File: src/rtl/boreal_envelope_bank_if.sv
// Stream bundle for boreal_envelope_bank: sample input side and envelope
// output side, both valid/ready.
//   in_valid/in_ready/in_first/in_x     : channel-interleaved signed samples
//   out_valid/out_ready/out_ch/out_env  : per-channel envelope results
// The block itself uses the slave modport; the sample source / result
// sink uses the master modport.
interface boreal_envelope_bank_if #(
  parameter int W   = 24,
  parameter int CHW = 3
);
  logic                in_valid;
  logic                in_ready;
  logic                in_first;
  logic signed [W-1:0] in_x;
  logic                out_valid;
  logic                out_ready;
  logic [CHW-1:0]      out_ch;
  logic [W-1:0]        out_env;

  modport master (
    output in_valid, in_first, in_x, out_ready,
    input  in_ready, out_valid, out_ch, out_env
  );

  modport slave (
    input  in_valid, in_first, in_x, out_ready,
    output in_ready, out_valid, out_ch, out_env
  );
endinterface

File: src/rtl/boreal_envelope_bank.sv
// Multi-channel envelope detector. One squarer and one EMA update unit are
// shared over CH channels whose samples arrive interleaved 0..CH-1. Each
// channel tracks its squared magnitude with a fast attack rate and a slow
// release rate.
// Ports:
//   clk       : clock, rising edge
//   rst       : synchronous active-high reset
//   clr       : synchronous clear of envelopes, pipeline and frame_err
//   bus       : slave side of the sample/envelope stream bundle
//   frame_err : sticky, in_first seen while the channel counter was not 0
// Pipeline: S1 holds the saturated square and its channel; S2 is the output
// register, written together with the channel's envelope state.
module boreal_envelope_bank #(
  parameter int W         = 24,
  parameter int CH        = 8,
  parameter int FRAC      = 16,
  parameter int SHIFT_ATT = 3,
  parameter int SHIFT_REL = 6,
  parameter int CHW       = (CH > 1) ? $clog2(CH) : 1
) (
  input  logic                   clk,
  input  logic                   rst,
  input  logic                   clr,
  boreal_envelope_bank_if.slave  bus,
  output logic                   frame_err
);

  localparam logic [CHW-1:0] LAST_CH = CHW'(CH - 1);

  // (x*x) >> FRAC, saturated to W bits. The square is formed at 2W bits
  // so that x = -2^(W-1) cannot wrap.
  function automatic logic [W-1:0] sat_square(input logic signed [W-1:0] x);
    logic signed [2*W-1:0] xe;
    logic signed [2*W-1:0] sq;
    logic [2*W-1:0]        sh;
    xe = {{W{x[W-1]}}, x};
    sq = xe * xe;
    sh = $unsigned(sq) >> FRAC;
    if (|sh[2*W-1:W]) begin
      sat_square = '1;
    end else begin
      sat_square = sh[W-1:0];
    end
  endfunction

  logic [CHW-1:0]      ch_cnt_r;
  logic                frame_err_r;
  logic                s1_full_r;
  logic [CHW-1:0]      s1_ch_r;
  logic [W-1:0]        s1_mag_r;
  logic [W-1:0]        env_r [CH];
  logic                out_valid_r;
  logic [CHW-1:0]      out_ch_r;
  logic [W-1:0]        out_env_r;

  logic                flush_s;
  logic                s1_adv_s;
  logic                in_ready_s;
  logic                accept_s;
  logic [CHW-1:0]      in_ch_s;
  logic [CHW-1:0]      ch_next_s;
  logic [W-1:0]        mag_s;
  logic [W-1:0]        env_cur_s;
  logic signed [W:0]   diff_s;
  logic signed [W:0]   step_s;
  logic signed [W:0]   env_sum_s;
  logic [W-1:0]        env_new_s;

  assign flush_s = rst | clr;
  // S1 may move on when the output register is empty or being consumed.
  assign s1_adv_s = s1_full_r & (~out_valid_r | bus.out_ready);
  // Combinational from out_ready so a continuous stream sees no bubble;
  // samples offered during rst/clr are dropped.
  assign in_ready_s = ~flush_s & (~s1_full_r | s1_adv_s);
  assign accept_s   = bus.in_valid & in_ready_s;
  assign mag_s      = sat_square(bus.in_x);

  // Channel of the incoming sample and the counter value after it.
  always_comb begin
    in_ch_s   = '0;
    ch_next_s = '0;
    if (bus.in_first) begin
      in_ch_s = '0;
    end else begin
      in_ch_s = ch_cnt_r;
    end
    if (in_ch_s == LAST_CH) begin
      ch_next_s = '0;
    end else begin
      ch_next_s = in_ch_s + CHW'(1'b1);
    end
  end

  // EMA update. env[] is read here only, in the same cycle it is written,
  // so consecutive samples of one channel always see the previous result.
  always_comb begin
    env_cur_s = env_r[s1_ch_r];
    diff_s    = $signed({1'b0, s1_mag_r}) - $signed({1'b0, env_cur_s});
    step_s    = '0;
    if (!diff_s[W] && (diff_s != '0)) begin
      step_s = diff_s >>> SHIFT_ATT;
    end else begin
      step_s = diff_s >>> SHIFT_REL;
    end
    // Floor shift keeps the sum between env and mag; the top-bit guard is
    // purely defensive and never triggers.
    env_sum_s = $signed({1'b0, env_cur_s}) + step_s;
    if (env_sum_s[W]) begin
      env_new_s = '1;
    end else begin
      env_new_s = env_sum_s[W-1:0];
    end
  end

  // Channel counter and sticky framing error.
  always_ff @(posedge clk) begin
    if (flush_s) begin
      ch_cnt_r    <= '0;
      frame_err_r <= 1'b0;
    end else if (accept_s) begin
      ch_cnt_r <= ch_next_s;
      if (bus.in_first && (ch_cnt_r != '0)) begin
        frame_err_r <= 1'b1;
      end
    end
  end

  // Stage S1: squared magnitude and channel of the accepted sample.
  always_ff @(posedge clk) begin
    if (flush_s) begin
      s1_full_r <= 1'b0;
      s1_ch_r   <= '0;
      s1_mag_r  <= '0;
    end else if (accept_s) begin
      s1_full_r <= 1'b1;
      s1_ch_r   <= in_ch_s;
      s1_mag_r  <= mag_s;
    end else if (s1_adv_s) begin
      s1_full_r <= 1'b0;
    end
  end

  // Output register; holds its contents while stalled.
  always_ff @(posedge clk) begin
    if (flush_s) begin
      out_valid_r <= 1'b0;
      out_ch_r    <= '0;
      out_env_r   <= '0;
    end else if (s1_adv_s) begin
      out_valid_r <= 1'b1;
      out_ch_r    <= s1_ch_r;
      out_env_r   <= env_new_s;
    end else if (bus.out_ready) begin
      out_valid_r <= 1'b0;
    end
  end

  // Per-channel envelope state, written only when S1 moves to the output.
  always_ff @(posedge clk) begin
    if (flush_s) begin
      for (int i = 0; i < CH; i++) begin
        env_r[i] <= '0;
      end
    end else if (s1_adv_s) begin
      env_r[s1_ch_r] <= env_new_s;
    end
  end

  assign bus.in_ready  = in_ready_s;
  assign bus.out_valid = out_valid_r;
  assign bus.out_ch    = out_ch_r;
  assign bus.out_env   = out_env_r;
  assign frame_err     = frame_err_r;

endmodule

File: src/flat_wrapper.sv
// flat-port wrapper written by rule: the top's interface ports become plain ports
module boreal_envelope_bank_flat 
#(
  parameter int W         = 24,
  parameter int CH        = 8,
  parameter int FRAC      = 16,
  parameter int SHIFT_ATT = 3,
  parameter int SHIFT_REL = 6,
  parameter int CHW       = (CH > 1) ? $clog2(CH) : 1
)
  (clk, rst, clr, frame_err, bus_in_valid, bus_in_first, bus_in_x, bus_out_ready, bus_in_ready, bus_out_valid, bus_out_ch, bus_out_env);
  boreal_envelope_bank_if #(.W(W), .CHW(CHW)) bus_i ();
  input  logic clk;
  input  logic rst;
  input  logic clr;
  output logic frame_err;
  input wire logic [$bits(bus_i.in_valid)-1:0] bus_in_valid;
  input wire logic [$bits(bus_i.in_first)-1:0] bus_in_first;
  input wire logic [$bits(bus_i.in_x)-1:0] bus_in_x;
  input wire logic [$bits(bus_i.out_ready)-1:0] bus_out_ready;
  output wire logic [$bits(bus_i.in_ready)-1:0] bus_in_ready;
  output wire logic [$bits(bus_i.out_valid)-1:0] bus_out_valid;
  output wire logic [$bits(bus_i.out_ch)-1:0] bus_out_ch;
  output wire logic [$bits(bus_i.out_env)-1:0] bus_out_env;
  assign bus_i.in_valid = bus_in_valid;
  assign bus_i.in_first = bus_in_first;
  assign bus_i.in_x = bus_in_x;
  assign bus_i.out_ready = bus_out_ready;
  assign bus_in_ready = bus_i.in_ready;
  assign bus_out_valid = bus_i.out_valid;
  assign bus_out_ch = bus_i.out_ch;
  assign bus_out_env = bus_i.out_env;
  boreal_envelope_bank #(.W(W), .CH(CH), .FRAC(FRAC), .SHIFT_ATT(SHIFT_ATT), .SHIFT_REL(SHIFT_REL), .CHW(CHW)) u_core (.clk(clk), .rst(rst), .clr(clr), .bus(bus_i), .frame_err(frame_err));
endmodule
File: config.mk
export PLATFORM = sky130hd
export DESIGN_NAME = boreal_envelope_bank_flat
export DESIGN_NICKNAME = d
export VERILOG_FILES = /design/src/rtl/boreal_envelope_bank_if.sv /design/src/rtl/boreal_envelope_bank.sv /design/src/flat_wrapper.sv
export SDC_FILE = /design/constraint.sdc
export NUM_CORES = 2
export LEC_CHECK = 0
export CAP_MARGIN = 15
export CORE_ASPECT_RATIO = 1.25
export CORE_MARGIN = 3
export CORE_UTILIZATION = 65
export DETAILED_ROUTE_END_ITERATION = 10
export GPL_ROUTABILITY_DRIVEN = 1
export PLACE_DENSITY_LB_ADDON = 0.08
export SETUP_SLACK_MARGIN = 0.4
export SLEW_MARGIN = 10
export SYNTH_ARGS = -nofsm -noshare
export SYNTH_HDL_FRONTEND = slang
export SYNTH_SLANG_ARGS = --single-unit
File: constraint.sdc
create_clock -name clk -period 10 [get_ports clk]
set_clock_uncertainty 0.05 [all_clocks]
set_input_delay 1 -clock clk [delete_from_list [all_inputs] [get_ports clk]]
set_output_delay 1 -clock clk [all_outputs]
set_load 0.05 [all_outputs]
==> flow_metrics.env <==
export IMPL_syn_area_um2=32200
export IMPL_cp_data_arrival_time_ns=9.27
export IMPL_syn_inst=3264
export IMPL_grt_setup_unrepaired="false"
export IMPL_yosysUniqueCellTypes=75
export IMPL_startpoint_type="primary input"
export IMPL_required_ns=10.35
export IMPL_ys_ff_latch=255
export IMPL_drc=0
export IMPL_overflow=0
export IMPL_async_flop_share_pct=0
export IMPL_drive_above_1_share_pct=5.81
export IMPL_critPathKind="primary input to flip-flop"
export IMPL_reg2reg_depth=26
export IMPL_setup_viol=0
export IMPL_startpoint="bus_in_x[2]"
export IMPL_worst_pin_slew_ns=1.03
export IMPL_finalNetCount=4070
export IMPL_fmax_mhz=112
export IMPL_endpoint="u_core.s1_mag_r[4]"
export IMPL_cp_end_kind="flip-flop"
export IMPL_slew_headroom_pct=31.3
export IMPL_drt_total_wl_mm=78.8
export IMPL_vias=22797
export IMPL_yosysWarnings=0
export IMPL_io_pins=60
export IMPL_hold_viol=0
export IMPL_cpMostUsedCell="fa_1"
export IMPL_setup_slack_ns=1.08
export IMPL_max_clock_path_buffers=3
export IMPL_via_per_inst=5.77
export IMPL_fin_crit_sh_pct=89.2
export IMPL_avgSynthCellArea_um2=9.88
export IMPL_clk_pin_slew_ns=0.07
export IMPL_core_area_um2=48600
export IMPL_synth_area_leaders="fa_1 35%, edfxtp_1 18%, inv_1 8.4%"
export IMPL_cts_resized=0
export IMPL_nFillCells=3703
export IMPL_timing_rr_end="u_core.env_r[5][9]"
export IMPL_track_usage_pct=32.0
export IMPL_antenna_found_initial=0
export IMPL_syn_nets=4045
export IMPL_grt_busiest_layer="met2"
export IMPL_fin_crit_ns=8.92
export IMPL_post_cts_buffers=0
export IMPL_die_h_um=255
export IMPL_dr_pass1_iters=6
export IMPL_routedWlPerCell_um=20.0
export IMPL_hold_path_class="flip-flop to flip-flop"
export IMPL_drt_initial_drc_count=1293
export IMPL_r2r_slack_ns=1.59
export IMPL_ys_flop_type="edfxtp_1"
export IMPL_status="finished clean"
export IMPL_gr_usage_met1_pct=39.1
export IMPL_synth_enable_flop_cells=192
export IMPL_drtAntennaViolNets=0
export IMPL_cts_made_buffers=22
export IMPL_fp_row_count=90
export IMPL_initial_core_util_pct=66.3
export IMPL_drv_cap=0
export IMPL_place_congestion=0.916
export IMPL_crit_slowest_cell="fa_1"
export IMPL_final_common_cell="inv_1"
export IMPL_grt_pass1_wl_mm=132
export IMPL_setup_tns_ns=0
export IMPL_yosysTopAreaCell="fa_1"
export IMPL_pre_cts_slack_ns=0.251
export IMPL_hpwl_mm=64.1
export IMPL_gr_usage_met2_pct=59.3
export IMPL_clock_sinks=255
export IMPL_synthToLayoutAreaGrowth_pct=6.87
export IMPL_die_width_um=205
export IMPL_clk_latency_ns=0.53
export IMPL_root_buffer="clkbuf_16"
export IMPL_grt_pass1_vias=25240
export IMPL_dieArea_um2=52300
export IMPL_slew_violations=0
export IMPL_cts_tree="yes"
export IMPL_met3_usage_pct=2.49
export IMPL_final_cell_mix="718 x inv_1, 557 x fa_1, 309 x nand2_1"
export IMPL_crit_fanout=24
export IMPL_slowest_delay_ns=0.78
export IMPL_grt_max_degree=59
export IMPL_numPortBuffers=59
export IMPL_cts_hold_buf=0
export IMPL_yosysSeqAreaShare_pct=21.8
export IMPL_synth_top_area_share_pct=34.6
export IMPL_htreeDepth=1
[worst max-delay path: cells and delay by family]
family / cells / cell delay (ns)
compound gates: 6 / 1.14
fa+ha+maj: 8 / 4.46
simple gates: 5 / 1.18
buf+inv: 6 / 1.47
[metal layers]
layer	vias to the layer above	wire length, µm
met3	181	3820
met4	0	3800
met5	-	0
li1	10311	-
met1	11571	29200
met2	734	42000
[final cells by class]
type	instances	area, µm²	share of cell area, %
multi-input combinational	2168	22000	64.0
sequential	255	7030	20.4
inverter	718	2700	7.82
timing repair buffer	124	1090	3.17
tap	644	806	2.34
clock buffer	32	621	1.80
clock inverter	8	163	0.472
antenna	1	2.50	0.00726
[cell families after synthesis]
logic type               Yosys count  synth area share, %
XOR/XNOR                          82                 2.33
multiplexers                      77                 4.26
flip-flops                       255                 21.8
buffers and inverters            841                 9.88
AND/OR/NAND/NOR                  838                 11.7
AO/OA/AOI/OAI                    420                 7.98
adder cells (fa/ha/maj)          751                 42.1
[sequential cells by signal, indices dropped and copies added, names as in the netlist, named ones only]
signal and count:
u_core.ch_cnt_r 3, u_core.s1_full_r 1, u_core.s1_ch_r 3, u_core.frame_err 1, u_core.env_r 192, u_core.s1_mag_r 24, u_core.bus.out_valid 1, u_core.bus.out_env 24
u_core.bus.out_ch 3
[synthesized netlist by cell type, drive strengths merged, types with 20 or more instances]
cell,n
clkbuf,106
edfxtp,192
mux2i,27
a21o,27
nor3,20
inv,718
ha,194
and2,95
a21oi,172
fa,557
nor2,295
nor2b,29
xnor2,50
o21ai,98
nand3,24
dfxtp,63
nand4,21
xor2,31
mux4,48
nand2,309
[worst min-delay path by stage]
| stage | start | to | slack, ns | cells past startpoint |
|---|---|---|---|---|
| 2_1_floorplan | u_core.ch_cnt_r[1] | u_core.ch_cnt_r[1] | 0.38 | 2 |
| 3_3_place_gp | u_core.ch_cnt_r[1] | u_core.ch_cnt_r[1] | 0.39 | 2 |
| 3_5_place_dp | u_core.bus.out_ch[1] | u_core.bus.out_ch[1] | 0.40 | 2 |
| 4_1_cts | u_core.bus.out_ch[1] | u_core.bus.out_ch[1] | 0.41 | 2 |
| 5_1_grt | u_core.bus.out_ch[2] | u_core.bus.out_ch[2] | 0.43 | 2 |
| 6_report | u_core.bus.out_ch[1] | u_core.bus.out_ch[1] | 0.41 | 2 |
[per-stage QoR]
step                hold WS [ns]  cells  instance area (µm²)  util [%]
detailed placement         0.405   3909                33700      69.2
CTS                        0.414   3949                34500      70.8
global placement           0.392   3909                33700      69.2
global route               0.434   3949                34500      70.8
floorplan                  0.382   3264                32200         -
finish                     0.410   3950                34500      70.8
Power is not shown: default switching activity piles up to over one toggle a cycle in this logic, so the estimate is an artifact.
